[src/rtl/flow_distributor_nway.sv]
// flow_distributor_nway: round-robin demultiplexer of a serial block stream
// into N_FLOWS parallel flows (block k -> flow k mod N_FLOWS). Supports
// grouped (double-buffered) or per-flow strobe output, sync-driven group
// realignment, and a misalignment pulse when a partial group is dropped.
module flow_distributor_nway #(
  parameter int BITS_BLOCK = 257,
  parameter int N_FLOWS    = 2,
  parameter int GROUPED    = 1,
  parameter int IDX_W      = $clog2(N_FLOWS)
) (
  input  logic                          clk,
  input  logic                          rst,
  input  logic                          i_valid,
  input  logic                          i_sync,
  input  logic [BITS_BLOCK-1:0]         input_blocks,
  output logic [N_FLOWS*BITS_BLOCK-1:0] flow_data,
  output logic [N_FLOWS-1:0]            flow_valid,
  output logic                          valid,
  output logic [IDX_W-1:0]              next_flow,
  output logic                          err_misalign
);

  localparam logic [IDX_W-1:0] LAST_SLOT = IDX_W'(N_FLOWS - 1);

  logic [IDX_W-1:0]              idx_q, idx_d;
  logic [IDX_W-1:0]              slot;
  logic                          last_acc;
  logic                          err_q, err_d;
  logic [N_FLOWS*BITS_BLOCK-1:0] flow_data_q;
  logic [N_FLOWS-1:0]            flow_valid_q;
  logic                          valid_q;

  // Slot selection and next index: sync forces the current block into slot 0.
  always_comb begin
    slot     = i_sync ? '0 : idx_q;
    last_acc = i_valid && (slot == LAST_SLOT);
    err_d    = i_sync && (idx_q != '0);
    idx_d    = idx_q;
    if (i_sync) begin
      idx_d = i_valid ? IDX_W'(1) : '0;
    end else if (i_valid) begin
      idx_d = (idx_q == LAST_SLOT) ? '0 : idx_q + IDX_W'(1);
    end
  end

  // Index counter and misalignment pulse.
  always_ff @(posedge clk or posedge rst) begin
    if (rst) begin
      idx_q <= '0;
      err_q <= 1'b0;
    end else begin
      idx_q <= idx_d;
      err_q <= err_d;
    end
  end

  generate
    if (GROUPED != 0) begin : g_grouped
      // Only slots 0..N-2 need collecting; the last block goes straight
      // into the output register together with the shadow contents.
      logic [N_FLOWS-2:0][BITS_BLOCK-1:0] shadow_q;

      // Collect partial group and publish a complete group in one edge.
      always_ff @(posedge clk or posedge rst) begin
        if (rst) begin
          shadow_q     <= '0;
          flow_data_q  <= '0;
          flow_valid_q <= '0;
          valid_q      <= 1'b0;
        end else begin
          for (int unsigned k = 0; k < N_FLOWS - 1; k++) begin
            if (i_valid && (slot == IDX_W'(k))) begin
              shadow_q[k] <= input_blocks;
            end
          end
          if (last_acc) begin
            flow_data_q <= {input_blocks, shadow_q};
          end
          flow_valid_q <= {N_FLOWS{last_acc}};
          valid_q      <= last_acc;
        end
      end
    end else begin : g_streamed
      // Write each accepted block directly into its output slot.
      always_ff @(posedge clk or posedge rst) begin
        if (rst) begin
          flow_data_q  <= '0;
          flow_valid_q <= '0;
          valid_q      <= 1'b0;
        end else begin
          for (int unsigned k = 0; k < N_FLOWS; k++) begin
            if (i_valid && (slot == IDX_W'(k))) begin
              flow_data_q[k*BITS_BLOCK +: BITS_BLOCK] <= input_blocks;
            end
            flow_valid_q[k] <= i_valid && (slot == IDX_W'(k));
          end
          valid_q <= last_acc;
        end
      end
    end
  endgenerate

  assign flow_data    = flow_data_q;
  assign flow_valid   = flow_valid_q;
  assign valid        = valid_q;
  assign next_flow    = idx_q;
  assign err_misalign = err_q;

endmodule

[config.mk]
export PLATFORM = sky130hd
export DESIGN_NAME = flow_distributor_nway
export DESIGN_NICKNAME = d
export VERILOG_FILES = /design/src/rtl/flow_distributor_nway.sv
export SDC_FILE = /design/constraint.sdc
export NUM_CORES = 1
export LEC_CHECK = 0
export BUFFER_PORTS_ARGS = -buffer_cell sky130_fd_sc_hd__clkbuf_2
export CAP_MARGIN = 30
export CORE_AREA = 2 2 303 305
export DETAILED_ROUTE_END_ITERATION = 8
export DIE_AREA = 0 0 305 307
export GPL_ROUTABILITY_DRIVEN = 0
export PLACE_DENSITY = 0.62
export SLEW_MARGIN = 20
export SYNTH_ARGS = -nofsm -noshare
export SYNTH_HDL_FRONTEND = slang
export SYNTH_SLANG_ARGS = --single-unit
[constraint.sdc]
create_clock -name clk -period 31.5 [get_ports clk]
set_clock_uncertainty 0.2 [all_clocks]
set_input_delay 6.3 -clock clk [delete_from_list [all_inputs] [get_ports clk]]
set_output_delay 6.3 -clock clk [all_outputs]
set_load 0.01 [all_outputs]
=== Yosys cells after proc, flatten, opt, wreduce, memory -nomap -nowiden ===
Index checks and enable logic that the tools add are counted.

* Register bits after elaboration: 775
* Input bits: 261
* Output and inout port bits: 519
* Word-level logic and storage cells: 17

* Add/sub/neg operators: 1
* Mux-type cells: 5
* Bitwise logic cells: 1
* Reductions and logical operators: 4

{| class="wikitable"
|+ Operator list
! operator !! number
|-
| 1-bit two-way mux || 5
|-
| 1-bit logical AND || 3
|-
| 2-bit nonzero test || 1
|-
| 1-bit adder (second input constant) || 1
|-
| 1-bit inverter || 1
|}

=== Depth between registers and ports, before layout ===
* Depth in word-level cells: 4
* Mapped depth: 7

=== Worst setup path after synthesis ===
No wires, ideal clock.

* Kind: input-to-reg
* Start: input i_sync
* End: register flow_data_q[466] (netlist: flow_data[466])
* Setup time: 0.125 ns
* Arrival: 7.465 ns
* Data required time: 31.175 ns
* Path slack: 23.710 ns
* Stages: 7
* Cell sequence: nand2b_4 -> or2_1 -> buf_4 -> inv_4 -> buf_6 -> buf_6 -> mux2_2

* Longest elaborated chain between the ends: 2

{| class="wikitable"
|+ Ends and longest elaborated chain
! what !! line !! source
|-
| start: declaration || 14 || <nowiki>input logic i_sync,</nowiki>
|-
| 1-bit two-way mux || 35 || <nowiki>slot = i_sync ? '0 : idx_q;</nowiki>
|-
| 1-bit logical AND || 36 || <nowiki>last_acc = i_valid && (slot == LAST_SLOT);</nowiki>
|-
| end signal: assignment || 77 || <nowiki>flow_data_q <= {input_blocks, shadow_q};</nowiki>
|-
| end: declaration || 29 || <nowiki>logic [N_FLOWS*BITS_BLOCK-1:0] flow_data_q;</nowiki>
|}

No other way between the ends.
A chain may end at the register's enable or synchronous reset.

=== Worst setup path after layout ===
* Start: input i_sync
* End: register flow_data_q[366] (netlist: flow_data[366])

Same word-level chain as after synthesis.

==> results.sh <==
export IMPL_worst_pin_slew_ns=1.06
export IMPL_startpoint_type="input port"
export IMPL_cts_inserted_buffers=84
export IMPL_power_switching_share_pct=29.0
export IMPL_placementRows=111
export IMPL_ctsRootBufferMaster="sky130_fd_sc_hd__clkbuf_16"
export IMPL_floorplan_die_area_um2=93600
export IMPL_start_util_pct=33.2
export IMPL_fp_dieH_um=307
export IMPL_power_leakage_nw=18.8
export IMPL_placed_area_um2=35000
export IMPL_layout_area_seq_um2=19400
export IMPL_synth_yosys_seq_area_share_pct=64.3
export IMPL_fin_setup_tns_ns=0
export IMPL_synth_seq_cells=774
export IMPL_final_hold_viol_count=0
export IMPL_crit_arrival_ns=9.32
export IMPL_ctsLongestPathBuffers=3
export IMPL_buffers_on_ports=779
export IMPL_all_layer_gr_usage_pct=16.1
export IMPL_rsz0062_at_grt="false"
export IMPL_multi_input_area_um2=9970
export IMPL_final_net_count=2702
export IMPL_path_clk_slew_ns=0.06
export IMPL_power_sequential_fraction_pct=43.8
export IMPL_number_of_antenna_violations_at_the_first_check_in_global_routing=8
export IMPL_layout_drive_gt1_share_pct=67.9
export IMPL_status="complete, no violations"
export IMPL_detailedPlacementHpwl_mm=55.7
export IMPL_timing_critical_path_to_type="flop"
export IMPL_layout_filler_cells=8247
export IMPL_p_switching_w=0.000952
export IMPL_drt_wl_total_mm=77.0
export IMPL_clock_sinks=774
export IMPL_syn_cell_area_um2=30100
export IMPL_maxCapViolCount=0
export IMPL_crit_required_ns=31.80
export IMPL_synthesized_area_divided_by_synthesized_cell_count_um2=18.4
export IMPL_power_density_nw_per_um2=86.8
export IMPL_ant_nets=0
export IMPL_report_final_setup_viol=0
export IMPL_drt_first_pass_iters=4
export IMPL_postCtsSetupBuffers=0
export IMPL_clk_insertion_delay_late_ns=0.62
export IMPL_power_ir_vdd_worst_mv=0.0442
export IMPL_p_int_w=0.00234
export IMPL_comb_power_share_pct=26.0
export IMPL_grt_overflow_total=0
export IMPL_report_final_slew_viol_count=0
export IMPL_p_clk_share_pct=30.2
export IMPL_syn_nets=1901
export IMPL_cts_resized=0
export IMPL_global_route_wire_length_before_repair_mm=115
export IMPL_synth_warnings=0
export IMPL_cts_hold_repair_buffers=0
export IMPL_cts_tree="yes"
export IMPL_worst_setup_path_type="in2reg"
export IMPL_pin_count=780
export IMPL_timing_final_crit_period_ns=9.02
export IMPL_drt_first_iter_violations=866
export IMPL_worst_slew_margin_pct=29.2
export IMPL_vias_per_cell=4.56
export IMPL_htree_depth=3
export IMPL_wl_per_cell_um=20.9
export IMPL_floorplan_die_width_um=305
export IMPL_floorplan_core_area_um2=90700
export IMPL_number_of_distinct_library_cells_after_synthesis=16
export IMPL_vias=16800
export IMPL_area_growth_synth_to_final_pct=25.9
export IMPL_hold_path_class="reg2reg"
export IMPL_pin_count_of_the_biggest_net_entering_global_routing=160
export IMPL_max_clock_freq_mhz=111
export IMPL_worstPathMaxFanout=117
export IMPL_part_of_the_cycle_the_worst_path_needs_pct=28.6
export IMPL_final_area_um2=37900
export IMPL_netlist_instances=1640
export IMPL_first_global_vias=18300
export IMPL_post_route_drc_count=0
[cell families after synthesis]
| group | after synthesis | share of synthesized area [%] |
|---|---|---|
| XOR/XNOR | 1 | 0.0291 |
| buffers and inverters | 90 | 2.57 |
| flip-flops | 774 | 64.3 |
| multiplexers | 771 | 33.0 |
| AND/OR/NAND/NOR | 4 | 0.0998 |
[synthesized netlist by cell type]
library cell / n / area, um2
sky130_fd_sc_hd__and2_1: 1 / 6.26
sky130_fd_sc_hd__xnor2_1: 1 / 8.76
sky130_fd_sc_hd__buf_6: 51 / 574
sky130_fd_sc_hd__clkbuf_1: 2 / 7.51
sky130_fd_sc_hd__inv_2: 1 / 3.75
sky130_fd_sc_hd__inv_4: 1 / 6.26
sky130_fd_sc_hd__nand2_1: 1 / 3.75
sky130_fd_sc_hd__mux2_4: 330 / 4950
sky130_fd_sc_hd__buf_2: 31 / 155
sky130_fd_sc_hd__mux2_1: 11 / 124
sky130_fd_sc_hd__dfrtp_1: 774 / 19400
sky130_fd_sc_hd__or2_1: 1 / 6.26
sky130_fd_sc_hd__mux2_2: 430 / 4840
sky130_fd_sc_hd__inv_1: 1 / 3.75
sky130_fd_sc_hd__nand2b_4: 1 / 13.8
sky130_fd_sc_hd__buf_4: 3 / 22.5
[through the flow]
stage	worst slack, ns	util [%]	cells	hold slack (ns)	power (W)
after floorplan	3.27	-	1640	0.276	0.00192
after detailed placement	21.53	38.6	3538	0.274	0.00232
after global placement	21.70	38.5	3535	0.272	0.00229
after CTS	22.23	41.7	3683	0.292	0.00334
after global routing	22.14	41.8	3692	0.297	0.00345
final	22.48	41.8	3693	0.289	0.00329
[cell type report]
| class | instances | area share (%) |
|---|---|---|
| sequential | 774 | 51.1 |
| multi-input combinational | 776 | 26.3 |
| timing repair buffer | 802 | 11.2 |
| clock buffer | 125 | 6.76 |
| tap | 1186 | 3.92 |
| clock inverter | 20 | 0.640 |
| inverter | 3 | 0.0627 |
| antenna | 7 | 0.0462 |
[worst max-delay path, cell delays in order]
cell	delay [ns]
sky130_fd_sc_hd__clkbuf_2	0.09
sky130_fd_sc_hd__nand2b_4	0.14
sky130_fd_sc_hd__or2_4	0.64
sky130_fd_sc_hd__buf_12	0.58
sky130_fd_sc_hd__buf_12	0.63
sky130_fd_sc_hd__mux2_2	0.42
[routing by layer]
| layer | global-route usage [%] | up-vias | share of wire (%) |
|---|---|---|---|
| li1 | - | 7390 | - |
| met1 | 19.1 | 8836 | 39 |
| met3 | 4.06 | 153 | 5.3 |
| met2 | 27.8 | 468 | 52 |
| met4 | 6.53 | 0 | 3.5 |
| met5 | 0 | - | 0 |
[cells in the final DEF, fill, tap and decap left out, types with 5 or more instances in the layout]
cell,instances
sky130_fd_sc_hd__clkbuf_8,20
sky130_fd_sc_hd__dfrtp_1,774
sky130_fd_sc_hd__clkbuf_2,779
sky130_fd_sc_hd__mux2_1,11
sky130_fd_sc_hd__buf_4,13
sky130_fd_sc_hd__clkinv_2,10
sky130_fd_sc_hd__diode_2,7
sky130_fd_sc_hd__buf_16,6
sky130_fd_sc_hd__clkbuf_16,89
sky130_fd_sc_hd__clkbuf_1,16
sky130_fd_sc_hd__bufinv_16,5
sky130_fd_sc_hd__mux2_4,330
sky130_fd_sc_hd__mux2_2,430
[power by group through the flow]
| stage | logic [W] | registers [W] | clock network, W |
|---|---|---|---|
| after floorplan | 0.000395 | 0.00152 | 0 |
| after global placement | 0.000851 | 0.00144 | 0 |
| after detailed placement | 0.000868 | 0.00145 | 0 |
| after CTS | 0.000870 | 0.00144 | 0.00103 |
| after global routing | 0.000905 | 0.00147 | 0.00107 |
| final | 0.000854 | 0.00144 | 0.000995 |
[worst paths after layout]
path	from	to	slack, ns	cells past startpoint
min	flow_data[477]	flow_data[477]	0.29	1
min in group asynchronous	rst	flow_data[271]	5.59	2
max in group asynchronous	rst	flow_data[241]	22.57	6
max	i_sync	flow_data[366]	22.48	6
min reg2reg	flow_data[477]	flow_data[477]	0.29	1
max reg2reg	next_flow	flow_data[366]	27.86	5
[state kept, by name, indices dropped and copies added, names as in the netlist]
register / count
valid: 1
g_grouped.shadow_q: 257
err_misalign: 1
next_flow: 1
flow_data: 514
(Power assumes the default switching activity.)
